`src/rtl/led_breather_pkg.sv`:
```
// Shared phase encodings and parameter defaults for the breathing-LED driver.
package led_breather_pkg;

  localparam int PWM_BITS_DEF   = 8;
  localparam int HOLD_STEPS_DEF = 16;

  typedef enum logic [2:0] {
    PH_IDLE      = 3'd0,
    PH_RAMP_UP   = 3'd1,
    PH_HOLD_HIGH = 3'd2,
    PH_RAMP_DOWN = 3'd3,
    PH_HOLD_LOW  = 3'd4
  } phase_e;

  // Plateau counter width; kept at one bit even when plateaus are bypassed.
  function automatic int hold_width(input int steps);
    int w;
    w = $clog2(steps + 1);
    return (w < 1) ? 1 : w;
  endfunction

endpackage

```
`src/rtl/led_breather_if.sv`:
```
// Control and observation bundle between the divider/LED pin side and the breather.
interface led_breather_if
  import led_breather_pkg::*;
  #(parameter int PWM_BITS = PWM_BITS_DEF) ();

  logic                enable;
  logic                step_in;
  logic                led_out;
  logic [PWM_BITS-1:0] duty_o;
  logic [2:0]          phase_o;

  modport master (
    output enable, step_in,
    input  led_out, duty_o, phase_o
  );

  modport slave (
    input  enable, step_in,
    output led_out, duty_o, phase_o
  );

endinterface

```
`src/rtl/led_breather_pwm_gen.sv`:
```
// Free-running PWM with a period-boundary duty shadow so each period is glitch-free.
module pwm_gen
  import led_breather_pkg::*;
  #(parameter int PWM_BITS = PWM_BITS_DEF)
  (
    input  logic                clk,
    input  logic                reset_n,
    input  logic                clear,
    input  logic [PWM_BITS-1:0] duty_in,
    output logic                out,
    output logic [PWM_BITS-1:0] duty_o
  );

  localparam logic [PWM_BITS-1:0] MAX = {PWM_BITS{1'b1}};

  logic [PWM_BITS-1:0] pwm_cnt_q, pwm_cnt_d;
  logic [PWM_BITS-1:0] duty_active_q, duty_active_d;
  logic                out_q, out_d;

  // The shadow only follows duty_in on the last count, except for a forced dark clear.
  always_comb begin
    pwm_cnt_d     = pwm_cnt_q + 1'b1;
    duty_active_d = duty_active_q;
    if (clear) begin
      duty_active_d = '0;
    end else if (pwm_cnt_q == MAX) begin
      duty_active_d = duty_in;
    end
    out_d = (pwm_cnt_q < duty_active_q);
  end

  always_ff @(posedge clk or negedge reset_n) begin
    if (!reset_n) begin
      pwm_cnt_q     <= '0;
      duty_active_q <= '0;
      out_q         <= 1'b0;
    end else begin
      pwm_cnt_q     <= pwm_cnt_d;
      duty_active_q <= duty_active_d;
      out_q         <= out_d;
    end
  end

  assign out    = out_q;
  assign duty_o = duty_active_q;

endmodule

```
`src/rtl/led_breather.sv`:
```
// Breathing envelope: ramps a duty target up and down on divider step edges,
// with hold plateaus at both ends, and feeds it to the PWM generator.
module led_breather
  import led_breather_pkg::*;
  #(
    parameter int PWM_BITS   = PWM_BITS_DEF,
    parameter int HOLD_STEPS = HOLD_STEPS_DEF
  )
  (
    input  logic           clk,
    input  logic           reset_n,
    led_breather_if.slave  bus
  );

  localparam logic [PWM_BITS-1:0] MAX     = {PWM_BITS{1'b1}};
  localparam int                  HW      = hold_width(HOLD_STEPS);
  localparam logic [HW-1:0]       HOLD_LAST = HW'((HOLD_STEPS > 0) ? HOLD_STEPS - 1 : 0);
  localparam bit                  NO_HOLD = (HOLD_STEPS == 0);

  phase_e              phase_q, phase_d;
  logic [PWM_BITS-1:0] duty_target_q, duty_target_d;
  logic [HW-1:0]       hold_cnt_q, hold_cnt_d;
  logic                step_q, step_d;
  logic                step_pulse;
  logic                clear;
  logic                led_out;
  logic [PWM_BITS-1:0] duty_o;

  // enable low wins over any step edge arriving in the same cycle.
  always_comb begin
    step_d        = bus.step_in;
    step_pulse    = bus.step_in & ~step_q;
    clear         = ~bus.enable;
    phase_d       = phase_q;
    duty_target_d = duty_target_q;
    hold_cnt_d    = hold_cnt_q;

    if (!bus.enable) begin
      phase_d       = PH_IDLE;
      duty_target_d = '0;
      hold_cnt_d    = '0;
    end else begin
      case (phase_q)
        PH_IDLE: begin
          phase_d       = PH_RAMP_UP;
          duty_target_d = '0;
          hold_cnt_d    = '0;
        end
        PH_RAMP_UP: begin
          if (step_pulse) begin
            duty_target_d = duty_target_q + 1'b1;
            if (duty_target_q == MAX - 1'b1) begin
              phase_d = NO_HOLD ? PH_RAMP_DOWN : PH_HOLD_HIGH;
            end
          end
        end
        PH_HOLD_HIGH: begin
          if (step_pulse) begin
            if (hold_cnt_q == HOLD_LAST) begin
              phase_d    = PH_RAMP_DOWN;
              hold_cnt_d = '0;
            end else begin
              hold_cnt_d = hold_cnt_q + 1'b1;
            end
          end
        end
        PH_RAMP_DOWN: begin
          if (step_pulse) begin
            duty_target_d = duty_target_q - 1'b1;
            if (duty_target_q == {{(PWM_BITS-1){1'b0}}, 1'b1}) begin
              phase_d = NO_HOLD ? PH_RAMP_UP : PH_HOLD_LOW;
            end
          end
        end
        PH_HOLD_LOW: begin
          if (step_pulse) begin
            if (hold_cnt_q == HOLD_LAST) begin
              phase_d    = PH_RAMP_UP;
              hold_cnt_d = '0;
            end else begin
              hold_cnt_d = hold_cnt_q + 1'b1;
            end
          end
        end
        default: begin
          phase_d = PH_IDLE;
        end
      endcase
    end
  end

  // step_q resets high so a step_in already high at release is not a step.
  always_ff @(posedge clk or negedge reset_n) begin
    if (!reset_n) begin
      phase_q       <= PH_IDLE;
      duty_target_q <= '0;
      hold_cnt_q    <= '0;
      step_q        <= 1'b1;
    end else begin
      phase_q       <= phase_d;
      duty_target_q <= duty_target_d;
      hold_cnt_q    <= hold_cnt_d;
      step_q        <= step_d;
    end
  end

  pwm_gen #(.PWM_BITS(PWM_BITS)) u_pwm (
    .clk     (clk),
    .reset_n (reset_n),
    .clear   (clear),
    .duty_in (duty_target_q),
    .out     (led_out),
    .duty_o  (duty_o)
  );

  assign bus.led_out = led_out;
  assign bus.duty_o  = duty_o;
  assign bus.phase_o = phase_q;

endmodule

```
`src/flat_wrapper.sv`:
```
// flat-port wrapper written by rule: the top's interface ports become plain ports
module led_breather_flat import led_breather_pkg::*;
#(
    parameter int PWM_BITS   = PWM_BITS_DEF,
    parameter int HOLD_STEPS = HOLD_STEPS_DEF
  )
  (clk, reset_n, bus_enable, bus_step_in, bus_led_out, bus_duty_o, bus_phase_o);
  led_breather_if #(.PWM_BITS(PWM_BITS)) bus_i ();
  input  logic clk;
  input  logic reset_n;
  input wire logic [$bits(bus_i.enable)-1:0] bus_enable;
  input wire logic [$bits(bus_i.step_in)-1:0] bus_step_in;
  output wire logic [$bits(bus_i.led_out)-1:0] bus_led_out;
  output wire logic [$bits(bus_i.duty_o)-1:0] bus_duty_o;
  output wire logic [$bits(bus_i.phase_o)-1:0] bus_phase_o;
  assign bus_i.enable = bus_enable;
  assign bus_i.step_in = bus_step_in;
  assign bus_led_out = bus_i.led_out;
  assign bus_duty_o = bus_i.duty_o;
  assign bus_phase_o = bus_i.phase_o;
  led_breather #(.PWM_BITS(PWM_BITS), .HOLD_STEPS(HOLD_STEPS)) u_core (.clk(clk), .reset_n(reset_n), .bus(bus_i));
endmodule
```
`config.mk`:
```
export PLATFORM = sky130hd
export DESIGN_NAME = led_breather_flat
export DESIGN_NICKNAME = d
export VERILOG_FILES = /design/src/rtl/led_breather_pkg.sv /design/src/rtl/led_breather_if.sv /design/src/rtl/led_breather_pwm_gen.sv /design/src/rtl/led_breather.sv /design/src/flat_wrapper.sv
export SDC_FILE = /design/constraint.sdc
export NUM_CORES = 1
export LEC_CHECK = 0
export BUFFER_PORTS_ARGS = -buffer_cell sky130_fd_sc_hd__buf_2
export CAP_MARGIN = 20
export CORE_ASPECT_RATIO = 0.6
export CORE_MARGIN = 10
export CORE_UTILIZATION = 53
export DETAILED_ROUTE_END_ITERATION = 8
export GPL_ROUTABILITY_DRIVEN = 1
export PLACE_DENSITY = 0.74
export SYNTH_ARGS = -nofsm -noshare
export SYNTH_HDL_FRONTEND = slang
export SYNTH_SLANG_ARGS = --single-unit
```
`constraint.sdc`:
```
create_clock -name clk -period 1.8 [get_ports clk]
set_clock_uncertainty 0.1 [all_clocks]
set_input_delay 0.09 -clock clk [delete_from_list [all_inputs] [get_ports clk]]
set_output_delay 0.09 -clock clk [all_outputs]
set_load 0.005 [all_outputs]
```
### After elaboration in Yosys (flattened, before gate mapping)

Cells that the tools add are included.

| storage, ports and cells | value |
|---|---|
| flip-flop bits (word level) | 34 |
| output and inout port bits | 12 |
| word-level logic and storage cells | 59 |

| cells by class | value |
|---|---|
| add/subtract/negate cells | 4 |
| magnitude comparators | 1 |
| equality and inequality tests | 20 |
| multiplexer cells | 20 |
| bitwise operators | 2 |
| reductions and logical operators | 5 |

Operators by type and width:

| operator | number |
|---|---|
| 2-to-1 mux 8 bit | 5 |
| inequality test 3 x 2 -> 1 bit, second input constant | 10 |
| 2-to-1 mux 3 bit | 9 |
| one-hot mux 8 bit (3 select lines) | 1 |
| adder 8 x 1 -> 8 bit, second input constant | 2 |
| == test 8 bit, second input constant | 2 |
| 2-to-1 mux 5 bit | 3 |
| one-hot mux 3 bit (5 select lines) | 1 |
| one-hot mux 5 bit (2 select lines) | 1 |
| == test 8 x 1 -> 1 bit, second input constant | 1 |
| < comparator 8 bit | 1 |
| AND reduction 8 bit | 1 |
| subtractor 8 x 1 -> 8 bit, second input constant | 1 |
| == test 3 x 2 -> 1 bit, second input constant | 2 |
| adder 5 x 1 -> 5 bit, second input constant | 1 |
| == test 5 x 4 -> 1 bit, second input constant | 1 |
| inequality test 4 x 1 -> 1 bit, second input constant | 1 |
| == test 3 x 1 -> 1 bit, second input constant | 1 |
| == test 3 bit, second input constant | 1 |
| zero test 3 bit | 1 |
| AND reduction 3 bit | 1 |
| inequality test 2 x 1 -> 1 bit, second input constant | 1 |
| AND reduction 2 bit | 1 |
| OR reduction 2 bit | 1 |
| other kinds (2) | 2 |

### Depth between registers and ports, before layout

Gate-level depths: netlist of the first run.

| logic depth | value |
|---|---|
| depth after elaboration | 5 |
| gate-level depth with buffers | 7 |

### Hierarchy

From an unflattened synthesis of the first run, not the netlist that was laid out.

| second synthesis, totals | value |
|---|---|
| cells, all modules | 223 |
| area, all modules | 2190.9 um2 |

By module, submodules not included:

| module | instances | cells each | area an instance (um2) | seq. area each (um2) |
|---|---|---|---|---|
| led_breather | 1 | 137 | 1256.2 | 426.7 |
| pwm_gen | 1 | 86 | 934.6 | 425.4 |

### Worst setup path after synthesis of the first run

Ideal clock, no wire load.

| timing | value |
|---|---|
| kind | reg-to-reg |
| start | register u_core.duty_target_q[5] |
| end | register u_core.duty_target_q[7] |
| arrival time | 1.587 ns |
| setup slack | -0.017 ns |
| cell stages (with the launch flop) | 5 |
| period minus slack after synthesis | 1.817 ns |
| cell sequence | dfrtp_1 -> or4_4 -> or4_1 -> a31oi_1 -> o211ai_1 |

| on the way | value |
|---|---|
| cells in the longest elaborated chain, start to end | 4 |
| elaborated cells between the ends (all ways) | 6 |
| classes of those cells | add/sub: 2; mux: 4 |

Ends and longest elaborated chain:

| what | line | source |
|---|---|---|
| start, declared | led_breather.sv:21 | `logic [PWM_BITS-1:0] duty_target_q, duty_target_d;` |
| start signal, assigned | led_breather.sv:101 | `duty_target_q <= duty_target_d;` |
| subtractor 8 x 1 -> 8 bit / adder 8 x 1 -> 8 bit (equally long branches) | led_breather.sv:69, led_breather.sv:51 |  |
| 2-to-1 mux 8 bit (on tied branches) | led_breather.sv:68, led_breather.sv:50 |  |
| one-hot mux 8 bit (3 select lines) (*) | led_breather.sv:43 | `case (phase_q)` |
| 2-to-1 mux 8 bit (*) | led_breather.sv:38 | `if (!bus.enable) begin` |

Mark *: on every way between the ends. The rest lies on a longest branch, timed or not. The select of a mux whose other input is x is not followed.
A chain may end at the register's enable or synchronous reset.

### Final worst setup path of the first run

| timing | value |
|---|---|
| start | register u_core.duty_target_q[3] |
| end | register u_core.phase_q[1] (netlist: u_core.bus.phase_o[1]) |

| on the way | value |
|---|---|
| cells in the longest elaborated chain, start to end | 3 |
| elaborated cells between the ends (all ways) | 5 |
| classes of those cells | eq/ne: 4; reduce/logical: 1 |

Ends and longest elaborated chain:

| what | line | source |
|---|---|---|
| == test 8 x 1 -> 1 bit / == test 8 bit (equally long branches) | led_breather.sv:70, led_breather.sv:52 |  |
| inequality test 3 x 2 -> 1 bit (no line) | -- |  |
| AND reduction 8 bit (no line) (*) | -- |  |
| end signal, assigned | led_breather.sv:100 | `phase_q <= phase_d;` |
| end, declared | led_breather.sv:20 | `phase_e phase_q, phase_d;` |

Mark *: on every way between the ends. The rest lies on a longest branch, timed or not.

==> results of run 1 <==
[layout by cell type (no fill, tap or decap), types with 4 or more instances in the layout]
cell type	instances
nand2_1	14
xor2_1	4
a31oi_1	5
a22o_1	8
ha_1	13
o21ai_0	8
a21oi_1	8
buf_4	16
clkbuf_8	6
dfrtp_1	32
inv_1	14
buf_2	15
nor2_1	7
nand2b_1	6
xnor2_1	4
nand3_1	11
[worst max-delay path by stage]
stage / from / end / slack, ns / cells past startpoint
global placement: u_core.duty_target_q[2]$_DFFE_PN0P_ / u_core.bus.phase_o[0]$_DFFE_PN0P_ / -0.04 / 4
detailed placement: u_core.duty_target_q[2]$_DFFE_PN0P_ / u_core.bus.phase_o[1]$_DFFE_PN0P_ / -0.16 / 4
finish: u_core.duty_target_q[3]$_DFFE_PN0P_ / u_core.bus.phase_o[1]$_DFFE_PN0P_ / -0.07 / 4
global route: u_core.duty_target_q[3]$_DFFE_PN0P_ / u_core.duty_target_q[7]$_DFFE_PN0P_ / -0.11 / 4
CTS: u_core.duty_target_q[3]$_DFFE_PN0P_ / u_core.duty_target_q[7]$_DFFE_PN0P_ / -0.07 / 4
floorplan: u_core.duty_target_q[4]$_DFFE_PN0P_ / u_core.duty_target_q[7]$_DFFE_PN0P_ / -0.01 / 4
[cells in the mapped netlist, types with 3 or more instances]
cell type  count  area, um2
a21oi_1        8      40.04
a22o_1         8      70.07
a31oi_1        6      37.54
buf_2          3      15.01
clkbuf_1       7      26.28
dfrtp_1       33      825.8
ha_1          13      162.7
inv_1         14      52.55
nand2_1       14      52.55
nand2b_1       6      37.54
nand3_1       11      55.05
nor2_1         7      26.28
o21ai_0        8      40.04
xnor2_1        4      35.03
xor2_1         4      35.03
[logic make-up (layout without fill, tap and decap cells)]
logic type	count (synthesis)	in the layout	share of synthesized area (%)
muxes	1	1	0.5152
DFF	34	34	43.85
xor gates and xnor gates	8	8	3.606
AOI/OAI and AO/OA	51	51	18.35
buffers and inverters	26	55	5.280
and+or+nand+nor	65	65	19.51
adders and majority gates	14	14	8.886
[registers in the layout (all words and copies together) (netlist names)]
| signal | count |
|---|---|
| u_core.u_pwm.pwm_cnt_q | 8 |
| u_core.u_pwm.duty_o | 8 |
| u_core.bus.phase_o | 3 |
| u_core.u_pwm.out | 1 |
| u_core.duty_target_q | 8 |
| u_core.step_q | 1 |
| u_core.hold_cnt_q | 5 |
[where the power goes]
group / internal [mW] / total (mW) / switching (mW)
combinational: 0.0370 / 0.0957 / 0.0587
clock: 0.312 / 0.585 / 0.273
sequential: 0.770 / 0.776 / 0.00643
total: 1.12 / 1.46 / 0.338
[cell type report]
| type | count | area (um2) |
|---|---|---|
| flip-flops and latches | 34 | 853.3 |
| well taps | 45 | 56.30 |
| clock buffers | 8 | 90.09 |
| inverters | 14 | 52.55 |
| multi-input cells | 139 | 1035 |
| fillers | 255 | 1081 |
| repair buffers | 33 | 215.2 |
[repair_timing]
| item | CTS | global route |
|---|---|---|
| gates resized for setup | 3 | 6 |
| hold endpoints to repair | 34 | 0 |
| hold buffers | 2 | 0 |
| buffers inserted | 1 | 0 |
| pin swaps | 2 | 0 |
| endpoints found under the setup margin | 4 | 16 |
[through the flow]
stage	instance area (um2)	hold WS, ns	cells	utilization [%]
3_5_place_dp	2137	0.09923	262	63.17
6_report	2302	0.04533	273	68.05
5_1_grt	2302	0.05818	273	68.05
3_3_place_gp	2137	0.09003	262	63.17
4_1_cts	2282	0.03719	273	67.46
2_1_floorplan	1943	-0.3056	199	-
[routing by layer]
| metal | track usage [%] | vias up | wire [um] |
|---|---|---|---|
| met2 | 21.89 | 56 | 2145 |
| met3 | 5.252 | 8 | 412 |
| met4 | 5.694 | 0 | 42 |
| met1 | 20.23 | 797 | 2313 |
| li1 | - | 775 | - |
| met5 | 0 | - | 0 |
[critical path, delay by kind of cell (launching register included)]
kind	cells	cell delay (ns)
AOI/OAI and AO/OA	2	0.38
DFF	1	0.38
and+or+nand+nor	2	0.90
==> impl_metrics.csv, run 1 <==
group,metric,value,unit
status,status,"complete, but fails checks",
status,violations,"negative setup slack",
critical_path,worstPathMaxFanout,3,
critical_path,path_cells,"or4_4 > nor4b_4 > a311oi_1 > o21a_1",
final_layout,diodes,0,
global_routing,first_global_vias,1614,
placed_design,pre_cts_ws,-0.1643,ns
logic_synthesis,synthesis.area,0.001943,mm2
logic_synthesis,synth-seq-area-share,43.85,%
floorplan,io_pins,16,
floorplan,dieHeight,66.90,um
detailed_routing,dr.first_iter.drc_count,146,
timing,finalSetupTns,-0.1851,ns
global_routing,grt_max_degree,35,
detailed_routing,drcViolationCount,0,
logic_synthesis,synthArstFlopShare,100.0,%
critical_path,crit_type,"flop to flop",
timing,fin_ws,-0.07258,ns
floorplan,row_count,16,
power,leakage,1.021,nW
final_layout,area_growth,18.48,%
critical_path,start_kind,"flop",
timing,maxSlewViolCount,0,
power,power_density,633.1,mW/mm2
logic_synthesis,yosys_warnings,0,
floorplan,die-width,98.17,um
clocking,clock_tree.root_cell,"clkbuf_8",
clocking,worstSkewPairLatency,0.29,ns
detailed_routing,avgRoutedWirePerCell,18.00,um
global_routing,grt_pass1_wl,8.052,mm
detailed_routing,finalWirelength,4.913,mm
timing,min_period_over_period,104.0,%
floorplan,core_area,0.003383,mm2
critical_path,slowest_stage,"or4_4",
detailed_routing,vias,1636,
clocking,htree_levels,2,
logic_synthesis,syn-num-nets,216,
worst_hold_path,whs_path_depth,2,
global_routing,overflow,0,
logic_synthesis,synth.avg_cell_area,9.764,um2
critical_path,r2r_slack,-0.07,ns
clocking,cts_buffers,5,
placed_design,dp_hpwl,3.653,mm
critical_path,cp.required,1.88,ns
clocking,cts_tree,"built",
worst_hold_path,hold_path.class,"input port to flop",
worst_hold_path,whs_endpoint,"u_core.bus.phase_o[1]$_DFFE_PN0P_",
logic_synthesis,synth_flop_cell,"dfrtp_1",
placed_design,gp_congestion,0.8169,
power,finalPower,1.457,mW
final_layout,final_layout_size_suffix_gt1_share,23.25,%
global_routing,antenna_found_initial,0,
placed_design,port_buffers,15,
detailed_routing,first_pass_iters,4,
critical_path,cp-end-kind,"flop",
logic_synthesis,synth.distinct_cells,52,
timing,setup_viol,3,
detailed_routing,vias_per_cell,5.993,
power,vdd_drop_max,0.0003321,V
timing,rsz0062_at_grt,"yes",
timing,tightest_slew,0.7600,ns
critical_path,timing.rr.start,"u_core.duty_target_q[3]$_DFFE_PN0P_",
final_layout,fin_nets,244,
critical_path,critical_path.max_stage_delay,0.57,ns
floorplan,design.die.area,0.006568,mm2
logic_synthesis,synth_seq_cells,34,
clocking,cts_buffer_depth,2,
critical_path,worst-endpoint-arrival,1.95,ns
timing,max_freq,0.5340,GHz
floorplan,initial_core_util,57.43,%
worst_hold_path,hp-start,"bus_enable",
critical_path,r2r-end,"u_core.bus.phase_o[1]$_DFFE_PN0P_",
detailed_routing,final_antenna_net_count,0,
logic_synthesis,synth-edff-count,0,
timing,slew-limit-headroom,49.34,%
critical_path,ff2ff_path_depth,4,
clocking,clock_sinks,34,
global_routing,grt_usage,15.12,%
timing,layout_min_cycle_time,1.873,ns
logic_synthesis,synthCells,199,
clocking,clkTransAtPathRegs,0.07,ns
timing,hold_viol,0,
flow_run,cap_violations,0,
Note: power is estimated with default switching activity, not from simulation.
==> run 2, diff against run 1 <==
Settings changed: CORE_UTILIZATION 53 to 54, PLACE_DENSITY 0.74 to 0.75, SYNTH_HIERARCHICAL from default to 1.
==> run 2 against run 1 <==
The run now ends clean. Sequential share of layout area down 3.8 points. Hold slack improved by 0.27 ns. Via count up 6.8%. Setup slack better by 0.12 ns. Fmax increased by 6.9%. Critical path type is now input port to flop. Highest routed layer unchanged.
==> impl_metrics.csv, run 2 <==
group,metric,value,unit
floorplan,initial_core_util,57.87,%
critical_path,cp-end-kind,"flop",
final_layout,final_layout_size_suffix_gt1_share,24.71,%
logic_synthesis,synth_flop_cell,"dfrtp_1",
timing,slew-limit-headroom,50.00,%
logic_synthesis,synth.distinct_cells,54,
timing,max_freq,0.5706,GHz
clocking,cts_buffers,5,
power,p_int,1.150,mW
flow_run,cap_violations,0,
critical_path,worst-endpoint-arrival,1.81,ns
logic_synthesis,syn-num-nets,240,
clocking,cts_buffer_depth,2,
timing,finalSetupTns,0,ns
global_routing,grtUsageMet3,4.167,%
clocking,clkTransAtPathRegs,0.07,ns
clocking,htree_levels,2,
logic_synthesis,synth.area.top_cells,"dfrtp_1 38%, ha_1 7.4%, nand2b_1 5.7%",
placed_design,port_buffers,15,
logic_synthesis,synth_top_area_share,37.69,%
critical_path,worstPathMaxFanout,5,
logic_synthesis,synth_top_area_cell,"dfrtp_1",
power,vdd_drop_max,0.0004099,V
detailed_routing,vias,1748,
clocking,worstSkewPairLatency,0.28,ns
final_layout,most-common-layout-cells,"29 x dfrtp_1, 19 x nand2b_1, 18 x buf_4",
global_routing,grt_pass1_wl,8.369,mm
critical_path,cp.required,1.85,ns
logic_synthesis,synthCells,223,
placed_design,dp_cells,295,
logic_synthesis,synth-seq-area-share,38.89,%
timing,tightest_slew,0.7499,ns
timing,setup_viol,0,
final_layout,final_util,68.11,%
global_routing,first_global_vias,1635,
worst_hold_path,hold_path.class,"input port to asynchronous set/reset pin",
timing,min_period_over_period,97.36,%
floorplan,design.die.area,0.007089,mm2
power,finalPower,1.531,mW
power,power_density,593.9,mW/mm2
detailed_routing,drcViolationCount,0,
global_routing,grt-busiest-layer,"met1",
critical_path,start_kind,"input port",
critical_path,crit_type,"input port to flop",
timing,maxSlewViolCount,0,
logic_synthesis,synthesis.area,0.002191,mm2
detailed_routing,final_antenna_net_count,0,
critical_path,critical_path.max_stage_delay,0.54,ns
critical_path,slowest_stage,"dlygate4sd3_1",
logic_synthesis,synth_seq_cells,34,
critical_path,cpLargestDelayFamily,"buffers and inverters",
power,power.share.clock,37.8,%
placed_design,dp_hpwl,3.684,mm
power,seq_power_share,51.5,%
global_routing,antenna_found_initial,0,
detailed_routing,finalWirelength,4.880,mm
floorplan,io_pins,16,
critical_path,path_cells,"dlygate4sd3_1 > buf_2 > nor2b_2 > a2111oi_4 > nand2b_4 > o311ai_2",
power,combPwrFrac,10.6,%
global_routing,gr-usage-met2,18.86,%
clocking,clock_sinks,34,
detailed_routing,vias_per_cell,5.712,
detailed_routing,first_pass_iters,4,
placed_design,gp_congestion,0.8839,
final_layout,fin_cells,306,
floorplan,core_area,0.003786,mm2
global_routing,grt_max_degree,35,
clocking,cts_tree,"built",
global_routing,grt_usage,14.49,%
logic_synthesis,synth.most_common_cell,"dfrtp_1",
critical_path,cp_num_buf_inv,2,
clocking,postCtsSetupRepairBufs,0,
global_routing,overflow,0,
detailed_routing,avgRoutedWirePerCell,15.95,um
clocking,clock_tree.root_cell,"clkbuf_8",
logic_synthesis,synthArstFlopShare,100.0,%
power,switching_share,24.93,%
power,leakage,1.160,nW
global_routing,met1_usage,22.20,%
detailed_routing,dr.first_iter.drc_count,117,
logic_synthesis,synth-edff-count,0,
floorplan,dieHeight,69.34,um
timing,hold_viol,0,
final_layout,area_growth,17.70,%
power,switchingPower,0.3817,mW
status,status,"complete, no violations",
timing,layout_min_cycle_time,1.752,ns
final_layout,fin_nets,275,
final_layout,final_common_cell,"dfrtp_1",
logic_synthesis,synth.avg_cell_area,9.824,um2
logic_synthesis,yosys_warnings,6,
floorplan,die-width,102.2,um
logic_synthesis,synthTopCellsByCount,"33 x dfrtp_1, 20 x nand2b_1, 15 x inv_1",
floorplan,row_count,17,
final_layout,diodes,0,
## run 2: cell types whose count changed after synthesis, sizes merged, moves of 3 or more
cell    before  now
nand2b       6   20
nand3       11    8
or4          3    0
nor3         2    8
clkbuf       8    3
a22o         8    0
a21oi        8   11
mux2i        1   10
nand4        1    5
nor2b        2    6
## run 2: layout make-up
class                      instances  area, um2
clock buffer                       7      86.33
fill                             281       1207
sequential                        34      857.1
timing repair buffer              36      240.2
tap                               47      58.81
multi-input combinational        165       1257
inverter                          16      73.82
clock inverter                     1      5.005
## run 2: timing repair
item,4_1_cts,5_1_grt
pin swaps,0,1
hold buffers,3,0
setup endpoints to repair,2,9
endpoints found under the hold margin,35,0
resized for setup,2,11
cloned,0,0
## run 2: worst paths after layout
path | start | end | slack, ns | cells after the start
worst max-delay path | bus_step_in | u_core/hold_cnt_q[3]$_DFFE_PN0P_ | 0.05 | 6
worst min-delay path | reset_n | u_core/duty_target_q[4]$_DFFE_PN0P_ | 0.31 | 2
worst max register to register | u_core/bus.phase_o[2]$_DFFE_PN0P_ | u_core/hold_cnt_q[2]$_DFFE_PN0P_ | 0.08 | 4
worst min register to register | u_core/hold_cnt_q[4]$_DFFE_PN0P_ | u_core/hold_cnt_q[4]$_DFFE_PN0P_ | 0.39 | 1
max in group asynchronous | reset_n | u_core/bus.phase_o[0]$_DFFE_PN0P_ | 0.77 | 2
min in group clk | u_core/hold_cnt_q[4]$_DFFE_PN0P_ | u_core/hold_cnt_q[4]$_DFFE_PN0P_ | 0.39 | 1
## run 2: power by group through the flow
stage / logic (mW) / registers [mW] / clock network, mW
after detailed placement: 0.151 / 0.802 / 0
after CTS: 0.156 / 0.788 / 0.611
after floorplan: 0.0972 / 0.796 / 0
after global placement: 0.148 / 0.802 / 0
after global routing: 0.179 / 0.791 / 0.640
final: 0.163 / 0.789 / 0.579
## run 2: layer usage
| metal | part of all wire (%) | vias to the layer above |
|---|---|---|
| li1 | - | 864 |
| met1 | 52 | 827 |
| met2 | 41 | 55 |
| met3 | 7.2 | 2 |
| met4 | 0.55 | 0 |
| met5 | 0 | - |
## run 2: logic make-up (layout without fill, tap and decap cells)
logic type	Yosys count	in the layout	share of synthesized area, %
DFF	34	34	38.89
adders and majority gates	14	14	7.881
and+or+nand+nor	94	94	27.59
AOI/OAI and AO/OA	39	39	12.16
muxes	10	10	4.569
buffers and inverters	24	60	5.711
xor gates and xnor gates	8	8	3.198
## run 2: worst register-to-register path, delay by kind of cell (launching register included)
family / cells / cell delay, ns
and+or+nand+nor: 3 / 0.96
AOI/OAI and AO/OA: 1 / 0.11
DFF: 1 / 0.49
## run 2: stage by stage
step	instance area [um2]	hold WS (ns)	setup slack (ns)
after floorplan	2191	-0.3056	0.1159
after global placement	2409	0.1098	0.03320
after detailed placement	2409	0.1099	0.005523
after CTS	2536	0.3367	0.01715
after global routing	2579	0.3871	-0.02198
final	2579	0.3129	0.04758
==> run 3, diff against run 2 <==
Settings changed: PLACE_DENSITY 0.75 to 0.74.
==> run 3 against run 2 <==
Combinational power about the same. Highest routed layer unchanged. Sequential power barely moved. First-iteration DRC count grew 120%. Via count fell by 0.97%. Setup slack better by 0.031 ns. Largest power group unchanged. Final area decreased by 0.29%. Non-clock buffer count increased by 1.
==> impl_metrics.csv, run 3 (synthesis results as in run 2) <==
group,metric,value,unit
final_layout,area_growth,17.36,%
final_layout,n_fill_cell,294,
final_layout,stdcell_area,0.002571,mm2
detailed_routing,vias_per_cell,5.638,
critical_path,worst-endpoint-arrival,1.78,ns
floorplan,io_pins,16,
final_layout,final_layout_size_suffix_gt1_share,23.08,%
detailed_routing,dr.first_iter.drc_count,253,
critical_path,timing.rr.start,"u_core/duty_target_q[1]$_DFFE_PN0P_",
detailed_routing,first_pass_iters,4,
timing,layout_min_cycle_time,1.722,ns
detailed_routing,final_antenna_net_count,0,
placed_design,gp_congestion,0.9081,
critical_path,start_kind,"flop",
critical_path,r2r-end,"u_core/duty_target_q[7]$_DFFE_PN0P_",
final_layout,fin_cells,307,
final_layout,seq_area,855.8,um2
critical_path,cp-end-kind,"flop",
global_routing,grt_max_degree,35,
clocking,cts_buffers,5,
clocking,clock_tree.root_cell,"clkbuf_8",
timing,hold_ws,0.1925,ns
timing,min_period_over_period,95.65,%
timing,rsz0062_at_grt,"yes",
power,finalPower,1.515,mW
clocking,clock_sinks,34,
power,leakage,1.161,nW
critical_path,ff2ff_path_depth,5,
power,switching_share,26.29,%
flow_run,cap_violations,0,
timing,fin_ws,0.07827,ns
timing,finalSetupTns,0,ns
placed_design,placed_area,0.002429,mm2
final_layout,diodes,0,
placed_design,dp_cells,296,
status,status,"complete, no violations",
power,seq_power_share,52.1,%
global_routing,antenna_found_initial,0,
clocking,cts_buffer_depth,2,
clocking,worstSkewPairLatency,0.28,ns
placed_design,pre_cts_ws,0.02649,ns
detailed_routing,drcViolationCount,0,
critical_path,worstPathMaxFanout,4,
global_routing,grt_pass1_wl,8.280,mm
final_layout,final_util,67.91,%
detailed_routing,vias,1731,
worst_hold_path,hold_path.class,"input port to asynchronous set/reset pin",
placed_design,dp_hpwl,3.697,mm
clocking,clkTransAtPathRegs,0.07,ns
clocking,htree_levels,2,
clocking,cts_tree,"built",
critical_path,r2r_slack,0.08,ns
detailed_routing,finalWirelength,4.906,mm
final_layout,most-common-layout-cells,"30 x dfrtp_1, 20 x nand2b_1, 18 x buf_4",
power,power.share.clock,37.0,%
critical_path,cp.required,1.86,ns
timing,hold_viol,0,
power,vdd_drop_max,0.0003252,V
critical_path,crit_type,"flop to flop",
timing,max_freq,0.5808,GHz
final_layout,multi_input_area,0.001236,mm2
power,power_density,589.3,mW/mm2
power,combPwrFrac,11.0,%
floorplan,initial_core_util,57.87,%
floorplan,core_area,0.003786,mm2
timing,tightest_slew,0.3749,ns
floorplan,row_count,17,
final_layout,final_common_cell,"dfrtp_1",
global_routing,first_global_vias,1657,
timing,slew-limit-headroom,74.98,%
floorplan,dieHeight,69.34,um
detailed_routing,avgRoutedWirePerCell,15.98,um
placed_design,port_buffers,15,
timing,maxSlewViolCount,0,
global_routing,overflow,0,
timing,setup_viol,0,
power,p_int,1.117,mW
clocking,postCtsSetupRepairBufs,0,
power,switchingPower,0.3983,mW
floorplan,design.die.area,0.007089,mm2
global_routing,grt_usage,14.47,%
floorplan,die-width,102.2,um
final_layout,fin_nets,276,
==> run 3: cell count changes in the layout (fill, tap and decap cells not counted), sizes merged <==
cell / change
clkbuf: -1
clkinv: +1
buf: +1
==> run 3: repair_timing <==
| item | in CTS | in global routing |
|---|---|---|
| hold endpoints to repair | 36 | 0 |
| setup endpoints to repair | 0 | 9 |
| resized for setup | 0 | 8 |
| hold buffers | 3 | 0 |
==> run 3: area by class of cell <==
| class | count | share of cell area, % |
|---|---|---|
| multi-input cells | 165 | 48.08 |
| clock buffers | 6 | 2.822 |
| flip-flops and latches | 34 | 33.28 |
| clock inverters | 2 | 0.5353 |
| repair buffers | 37 | 10.12 |
| inverters | 16 | 2.871 |
| well taps | 47 | 2.287 |
==> run 3: routing by layer <==
layer  wire length (um)  global-route usage [%]
met1               2514                   22.31
met2               1884                   17.66
met3                485                   5.754
met4                 22                   3.241
met5                  0                       0
==> run 3: how the worst max path moves through the flow <==
| stage | startpoint | to | slack (ns) | depth (start not counted) |
|---|---|---|---|---|
| floorplan | u_core/duty_target_q[4]$_DFFE_PN0P_ | u_core/duty_target_q[7]$_DFFE_PN0P_ | 0.12 | 5 |
| global placement | u_core/hold_cnt_q[0]$_DFFE_PN0P_ | u_core/hold_cnt_q[3]$_DFFE_PN0P_ | 0.05 | 5 |
| detailed placement | u_core/bus.phase_o[1]$_DFFE_PN0P_ | u_core/duty_target_q[5]$_DFFE_PN0P_ | 0.03 | 4 |
| CTS | u_core/bus.phase_o[1]$_DFFE_PN0P_ | u_core/duty_target_q[5]$_DFFE_PN0P_ | 0.008 | 4 |
| global route | u_core/duty_target_q[1]$_DFFE_PN0P_ | u_core/duty_target_q[7]$_DFFE_PN0P_ | -0.009 | 5 |
| finish | u_core/duty_target_q[1]$_DFFE_PN0P_ | u_core/duty_target_q[7]$_DFFE_PN0P_ | 0.08 | 5 |
==> run 3: power by group through the flow <==
stage	sequential [mW]	combinational, mW	clock [mW]
finish	0.789	0.166	0.560
global route	0.791	0.183	0.630
CTS	0.787	0.160	0.580
detailed placement	0.802	0.155	0
global placement	0.802	0.155	0
floorplan	0.796	0.0972	0
==> run 3: worst max-delay path, stage by stage, from the launching register on <==
cell	delay, ns
dfrtp_1	0.40
buf_4	0.16
or3_1	0.37
o311a_1	0.29
o211ai_1	0.17
o211ai_1	0.11
